File: config.mk
export PLATFORM = sky130hd
export DESIGN_NAME = bitwise_op_scheduler
export DESIGN_NICKNAME = d
export VERILOG_FILES = /design/src/rtl/bitwise_op_scheduler.sv
export SDC_FILE = /design/constraint.sdc
export NUM_CORES = 1
export LEC_CHECK = 0
export ABC_CLOCK_PERIOD_IN_PS = 1850
export CAP_MARGIN = 20
export CORE_MARGIN = 10
export CORE_UTILIZATION = 40
export DETAILED_ROUTE_END_ITERATION = 6
export HOLD_SLACK_MARGIN = 0.08
export PLACE_DENSITY_LB_ADDON = 0.12
export SETUP_SLACK_MARGIN = 0.1
export SYNTH_ARGS = -nofsm -noshare
export SYNTH_HDL_FRONTEND = slang
export SYNTH_SLANG_ARGS = --single-unit
File: constraint.sdc
create_clock -name clk -period 1.85 [get_ports clk]
set_input_delay 0.2775 -clock clk [delete_from_list [all_inputs] [get_ports clk]]
set_output_delay 0.2775 -clock clk [all_outputs]
set_load 0.02 [all_outputs]
File: src/rtl/bitwise_op_scheduler.sv
`default_nettype none
// ============================================================================
// Module      : bitwise_op_scheduler
// Description : Two-requester round-robin scheduler for a single bitwise ALU.
//               IDLE grants one requester, EXEC computes the result, RESP
//               holds it until the consumer accepts it.
// Revision    : 1.0 - initial release
// ============================================================================
module bitwise_op_scheduler #(
  parameter int WIDTH = 4
) (
  input  logic             clk,
  input  logic             rst_n,
  input  logic             req0_valid,
  output logic             req0_ready,
  input  logic [WIDTH-1:0] req0_a,
  input  logic [WIDTH-1:0] req0_b,
  input  logic [2:0]       req0_op,
  input  logic             req1_valid,
  output logic             req1_ready,
  input  logic [WIDTH-1:0] req1_a,
  input  logic [WIDTH-1:0] req1_b,
  input  logic [2:0]       req1_op,
  output logic             rsp_valid,
  input  logic             rsp_ready,
  output logic [WIDTH-1:0] rsp_result,
  output logic             rsp_id,
  output logic             rsp_err,
  output logic [7:0]       op_count
);

  typedef enum logic [1:0] {
    S_IDLE = 2'd0,
    S_EXEC = 2'd1,
    S_RESP = 2'd2
  } state_t;

  localparam logic [2:0] c_OP_AND  = 3'd0;
  localparam logic [2:0] c_OP_OR   = 3'd1;
  localparam logic [2:0] c_OP_NAND = 3'd2;
  localparam logic [2:0] c_OP_NOR  = 3'd3;
  localparam logic [2:0] c_OP_XOR  = 3'd4;
  localparam logic [2:0] c_OP_XNOR = 3'd5;

  state_t             state_q, state_d;
  logic               last_grant_q;   // 1 = requester 1 was granted last
  logic [WIDTH-1:0]   a_q, b_q;
  logic [2:0]         op_q;
  logic               id_q;
  logic [WIDTH-1:0]   result_q;
  logic               rsp_id_q;
  logic               err_q;
  logic [7:0]         count_q;

  logic               w_grant0, w_grant1, w_hs;
  logic [WIDTH-1:0]   w_result;
  logic               w_err;

  // Round-robin grant: only in IDLE, only to a valid requester, never both.
  always_comb begin
    w_grant0 = 1'b0;
    w_grant1 = 1'b0;
    if (state_q == S_IDLE) begin
      if (req0_valid && (!req1_valid || last_grant_q)) begin
        w_grant0 = 1'b1;
      end else if (req1_valid) begin
        w_grant1 = 1'b1;
      end
    end
  end

  assign w_hs       = w_grant0 | w_grant1;
  assign req0_ready = w_grant0;
  assign req1_ready = w_grant1;

  // Next-state logic for the IDLE -> EXEC -> RESP cycle.
  always_comb begin
    state_d = state_q;
    case (state_q)
      S_IDLE:  if (w_hs) state_d = S_EXEC;
      S_EXEC:  state_d = S_RESP;
      S_RESP:  if (rsp_ready) state_d = S_IDLE;
      default: state_d = S_IDLE;
    endcase
  end

  // State register.
  always_ff @(posedge clk or negedge rst_n) begin
    if (!rst_n) begin
      state_q <= S_IDLE;
    end else begin
      state_q <= state_d;
    end
  end

  // Capture the granted requester's operands and remember who won.
  always_ff @(posedge clk or negedge rst_n) begin
    if (!rst_n) begin
      a_q          <= '0;
      b_q          <= '0;
      op_q         <= 3'd0;
      id_q         <= 1'b0;
      last_grant_q <= 1'b1;
    end else if (w_hs) begin
      a_q          <= w_grant1 ? req1_a  : req0_a;
      b_q          <= w_grant1 ? req1_b  : req0_b;
      op_q         <= w_grant1 ? req1_op : req0_op;
      id_q         <= w_grant1;
      last_grant_q <= w_grant1;
    end
  end

  // Bitwise ALU over the latched operands; opcodes 6 and 7 are illegal.
  always_comb begin
    w_result = '0;
    w_err    = 1'b0;
    case (op_q)
      c_OP_AND:  w_result = a_q & b_q;
      c_OP_OR:   w_result = a_q | b_q;
      c_OP_NAND: w_result = ~(a_q & b_q);
      c_OP_NOR:  w_result = ~(a_q | b_q);
      c_OP_XOR:  w_result = a_q ^ b_q;
      c_OP_XNOR: w_result = ~(a_q ^ b_q);
      default:   w_err    = 1'b1;
    endcase
  end

  // Response registers load only on leaving EXEC so they hold otherwise.
  always_ff @(posedge clk or negedge rst_n) begin
    if (!rst_n) begin
      result_q <= '0;
      rsp_id_q <= 1'b0;
      err_q    <= 1'b0;
    end else if (state_q == S_EXEC) begin
      result_q <= w_result;
      rsp_id_q <= id_q;
      err_q    <= w_err;
    end
  end

  // Completed-response counter, wraps naturally at 8 bits.
  always_ff @(posedge clk or negedge rst_n) begin
    if (!rst_n) begin
      count_q <= 8'd0;
    end else if ((state_q == S_RESP) && rsp_ready) begin
      count_q <= count_q + 8'd1;
    end
  end

  assign rsp_valid  = (state_q == S_RESP);
  assign rsp_result = result_q;
  assign rsp_id     = rsp_id_q;
  assign rsp_err    = err_q;
  assign op_count   = count_q;

endmodule
`default_nettype wire

Yosys cells after proc, flatten, opt, wreduce, memory -nomap -nowiden
Cells that the tools add are included.
Storage, ports and cells
  register bits after elaboration: 29
  input port bits: 27
  output and inout bits: 17
  logic and storage cells: 48
Operators by class
  add/subtract/negate cells: 1
  equality and inequality tests: 9
  mux-type cells: 13
  bitwise operators: 7
  reductions and logical operators: 8
Operator list (number)
  one-hot mux 4 bit (6 select lines): 1
  inverter 4 bit: 3
  adder 8 x 1 -> 8 bit (second input constant): 1
  two-way mux 4 bit: 2
  == test 3 x 2 -> 1 bit (second input constant): 2
  == test 3 bit (second input constant): 2
  two-way mux 1 bit: 6
  one-hot mux 2 bit (3 select lines): 1
  OR reduction 6 bit: 1
  bitwise AND 4 bit: 1
  two-way mux 2 bit: 2
  OR 4 bit: 1
  bitwise XOR 4 bit: 1
  == test 3 x 1 -> 1 bit (second input constant): 1
  logical NOT 3 bit: 1
  two-way mux 3 bit: 1
  == test 2 x 1 -> 1 bit (second input constant): 1
  == test 2 bit (second input constant): 1
  logical AND 1 bit: 2
  logical NOT 2 bit: 1
  inequality test 2 x 1 -> 1 bit (second input constant): 1
  inequality test 2 bit (second input constant): 1
  AND reduction 2 bit: 1
  logical NOT 1 bit: 1
  other kinds (2): 2

Depth between registers and ports, before layout
  depth after elaboration: 8
  mapped depth: 5
  mapped depth without buffers: 5

Worst setup path before layout
OpenSTA, ideal clock, no wires.
  path type: reg-to-reg
  start: register last_grant_q
  end: register a_q[0]
  library setup time: 0.127 ns
  data arrival time: 1.232 ns
  data required time: 1.723 ns
  path slack: 0.491 ns
  cell stages (with the launch flop): 6
  buffers on the path: 1
  clock period less this slack: 1.359 ns
  cell sequence: dfstp_2 -> nand2_1 -> and3_4 -> buf_6 -> a222oi_1 -> inv_1
On the way
  word-level cells in the longest chain between the ends: 5
  elaborated cells between the ends (all ways): 8
  classes of those cells: mux: 5; bitwise: 1; reduce/logical: 2
RTL lines
  from (decl): line 46  | logic last_grant_q;
  from (signal assigned): line 109  | last_grant_q <= w_grant1;
  logical OR 1 bit (*): line 64  | if (req0_valid && (!req1_valid || last_grant_q)) begin
  logical AND 1 bit (*): line 64
  two-way mux 1 bit (*): line 64
  two-way mux 1 bit (*): line 63  | if (state_q == S_IDLE) begin
  net req1_ready: line 20  | output logic req1_ready,
  two-way mux 4 bit or OR 1 bit (tied branches): line 105, 72
  to (signal assigned): line 105  | a_q <= w_grant1 ? req1_a : req0_a;
  to (decl): line 47  | logic [WIDTH-1:0] a_q, b_q;
The timed path passes the listed nets; every way through them passes the cells marked *.
A chain may end at the register's enable or synchronous reset.

Final worst setup path
  start: register last_grant_q
  end: output port req0_ready
On the way
  word-level cells in the longest chain between the ends: 4
RTL lines
  logical OR 1 bit: line 64
  logical AND 1 bit: line 64
  two-way mux 1 bit: line 64
  two-way mux 1 bit: line 63
  to (decl): line 15  | output logic req0_ready,
Every way passes these cells.

==> results.yml <==
outcome:
  outcome: "finished clean"
critical_path:
  max_stage_delay_ns: 0.55
  cp_max_stage_cell: "dfstp_2"
  timing.critical_path.required_ns: 1.57
  startpoint: "last_grant_q"
  startpoint_type: "flop"
  worstRegToRegCells: 5
  data_arrival_critical_path_ns: 1.44
  path_class: "flop to output port"
  worst_path_cell_trace: "nand2b_1 > and3_2 > clkdlybuf4s15_1"
  worstPathMaxFanout: 4
  worst_r2r_src: "last_grant_q"
  crit_end_category: "output port"
final_layout:
  most_common_library_cell_in_the_layout_ignoring_fill_and_taps: "clkdlybuf4s50_1"
  finish.net_count: 222
  antenna_cells: 0
  mostFrequentLayoutCells: "clkdlybuf4s50_1 (40), dfrtp_1 (28), inv_1 (22)"
  layout.cells.non_filler: 234
  post-route-util_pct: 56.9
  area.growth.synth_to_final_pct: 39.0
  post_route_cells_drive_above_1_share_pct: 11.8
  layout.filler_cells: 347
global_route:
  gr-usage-all-layers_pct: 10.9
  first_global_vias: 1249
  largest_net_degree_at_the_start_of_global_routing: 30
  globalRoute.totalOverflow: 0
  initial_antenna_violation_count: 0
  first_pass_grt_wire_length_um: 5710
cts:
  cts.sinks: 29
  cts_tree: "done"
  clock_latency_ns: 0.27
  clkTransAtPathRegs_ns: 0.06
  ctsHoldBuffers: 0
  cts_made_buffers: 5
  cts_max_path_buffers: 2
  htree_levels: 2
  cts-root-buf: "clkbuf_8"
pwr:
  vdd_ir_drop_max_v: 0.000692
  p_per_area_nw_per_um2: 1570
  p_leak_nw: 0.979
placed_design:
  placedCellCount: 227
  worst_slack_at_placement_ns: -0.0680
  numPortBuffers: 43
  globalplace.congestion: 0.713
  sum_of_net_half_perimeters_after_detailed_placement_um: 2620
timing:
  period_needed_ns: 1.72
  period_share_pct: 92.9
  worst_slew_margin_rel_pct: 71.0
  layout_setup_ws_ns: 0.131
  setup_viol_count_final: 0
  final.setup_skew_ns: 0.00210
  max_clock_freq_mhz: 582
  pins_over_slew_limit: 0
  grt_setup_unrepaired: "true"
  tightestPinTransition_ns: 0.435
  timing.final.hold_violations: 0
die:
  die_area_um2: 6550
  floorplan.core_area_um2: 3630
  pin_count: 44
  rows: 22
  initial_core_util_pct: 40.9
  die-width_um: 81.0
  die-height_um: 81.0
yosys:
  ys_seq_area_share_pct: 48.9
  synth_cell_type_count: 31
  netlist_instances: 136
  postSynthRegisterBits: 29
  ys_warn_count: 0
  postSynthNetCount: 172
  synth.cell_area_um2: 1490
  syn_area_per_cell_um2: 10.9
drt:
  routedWlPerCell_um: 14.4
  detail_route.first_pass.iterations: 7
  drcViolationCount: 0
  routed_wirelength_um: 3380
  route.detailed.vias_per_inst: 5.00
  detailedRoute.firstIterationViolations: 75
  detailroute.via_count: 1171
  antenna_left: 0
min_path:
  holdCritPathClass: "input pin to async pin"
run:
  maxCapViolations: 0
## what timing repair did
item | 4_1_cts | 5_1_grt
endpoints found under the setup margin | 3 | 2
resized for setup | 3 | 2
setup buffers | 0 | 0
## routing by layer
| metal | vias to the layer above | track usage (%) | part of all wire [%] |
|---|---|---|---|
| met4 | 0 | 4.67 | 1.6 |
| met5 | - | 0 | 0 |
| li1 | 572 | - | - |
| met2 | 41 | 18.4 | 48 |
| met1 | 552 | 12.4 | 43 |
| met3 | 6 | 3.75 | 7.2 |
## worst paths after layout
kind                                      to  slack (ns)
worst min register to register   op_count[7]        0.48
worst max register to register        b_q[2]        0.35
min in group clk                 op_count[7]        0.48
max in group asynchronous       last_grant_q        1.14
worst max-delay path              req0_ready        0.13
worst min-delay path             op_count[2]        0.39
## state kept, by name (all words and copies together) (netlist names)
name / flops
id_q: 1
b_q: 4
rsp_err: 1
last_grant_q: 1
op_count: 8
a_q: 4
rsp_result: 4
state_q: 2
op_q: 3
rsp_id: 1
## worst max-delay path, delay by kind of cell (launching register included)
family	cells	cell delay, ns
buffers and inverters	1	0.31
AND/OR/NAND/NOR	2	0.31
flip-flops	1	0.55
## synth_stat cells, drive strengths merged
| library cell | n | area (um2) |
|---|---|---|
| a21oi | 5 | 25.0 |
| a222oi | 11 | 110 |
| a22oi | 4 | 30.0 |
| a31oi | 1 | 6.26 |
| and2 | 1 | 6.26 |
| and2b | 1 | 8.76 |
| and3 | 3 | 25.0 |
| and4 | 1 | 8.76 |
| and4b | 1 | 11.3 |
| buf | 5 | 37.5 |
| clkbuf | 1 | 3.75 |
| dfrtp | 28 | 701 |
| dfstp | 1 | 26.3 |
| ha | 9 | 113 |
| inv | 22 | 82.6 |
| mux2 | 2 | 22.5 |
| mux2i | 1 | 10.0 |
| nand2 | 4 | 15.0 |
| nand2b | 2 | 12.5 |
| nand3 | 4 | 20.0 |
| nor2 | 5 | 26.3 |
| nor3b | 1 | 12.5 |
| o21ai | 7 | 35.0 |
| or2 | 1 | 6.26 |
| xnor2 | 9 | 78.8 |
| xor2 | 6 | 52.6 |
## final cells by class
class	instances	area, um2	area share (%)
Timing Repair Buffer	49	474	23.0
Sequential cell	29	727	35.2
Tap cell	48	60.1	2.91
Clock buffer	7	86.3	4.18
Multi-Input combinational cell	79	636	30.8
Inverter	22	82.6	4.00
## per-stage QoR
stage / total power (W) / TNS (ns) / hold WS (ns) / cell area, um2
after floorplan: 0.00223 / 0 / -0.0181 / 1490
after global placement: 0.00272 / -0.0880 / 0.462 / 1980
after detailed placement: 0.00278 / -0.109 / 0.474 / 1980
after CTS: 0.00329 / 0 / 0.410 / 2060
after global routing: 0.00356 / 0 / 0.428 / 2070
final: 0.00324 / 0 / 0.394 / 2070
## power breakdown
part	total, W	internal, W	leakage [nW]	switching [W]
Sequential	0.00121	0.000917	0.363	0.000291
Combinational	0.00152	0.000780	0.571	0.000744
Clock	0.000513	0.000294	0.0443	0.000218
## cells by family after synthesis
family | after synthesis | share of synthesized area, %
AO/OA/AOI/OAI | 28 | 13.9
XOR/XNOR | 15 | 8.84
adder cells (fa/ha/maj) | 9 | 7.58
buffers and inverters | 28 | 8.33
flip-flops | 29 | 48.9
multiplexers | 3 | 2.19
AND/OR/NAND/NOR | 24 | 10.3
No activity file was read; power rests on OpenSTA's default activity.
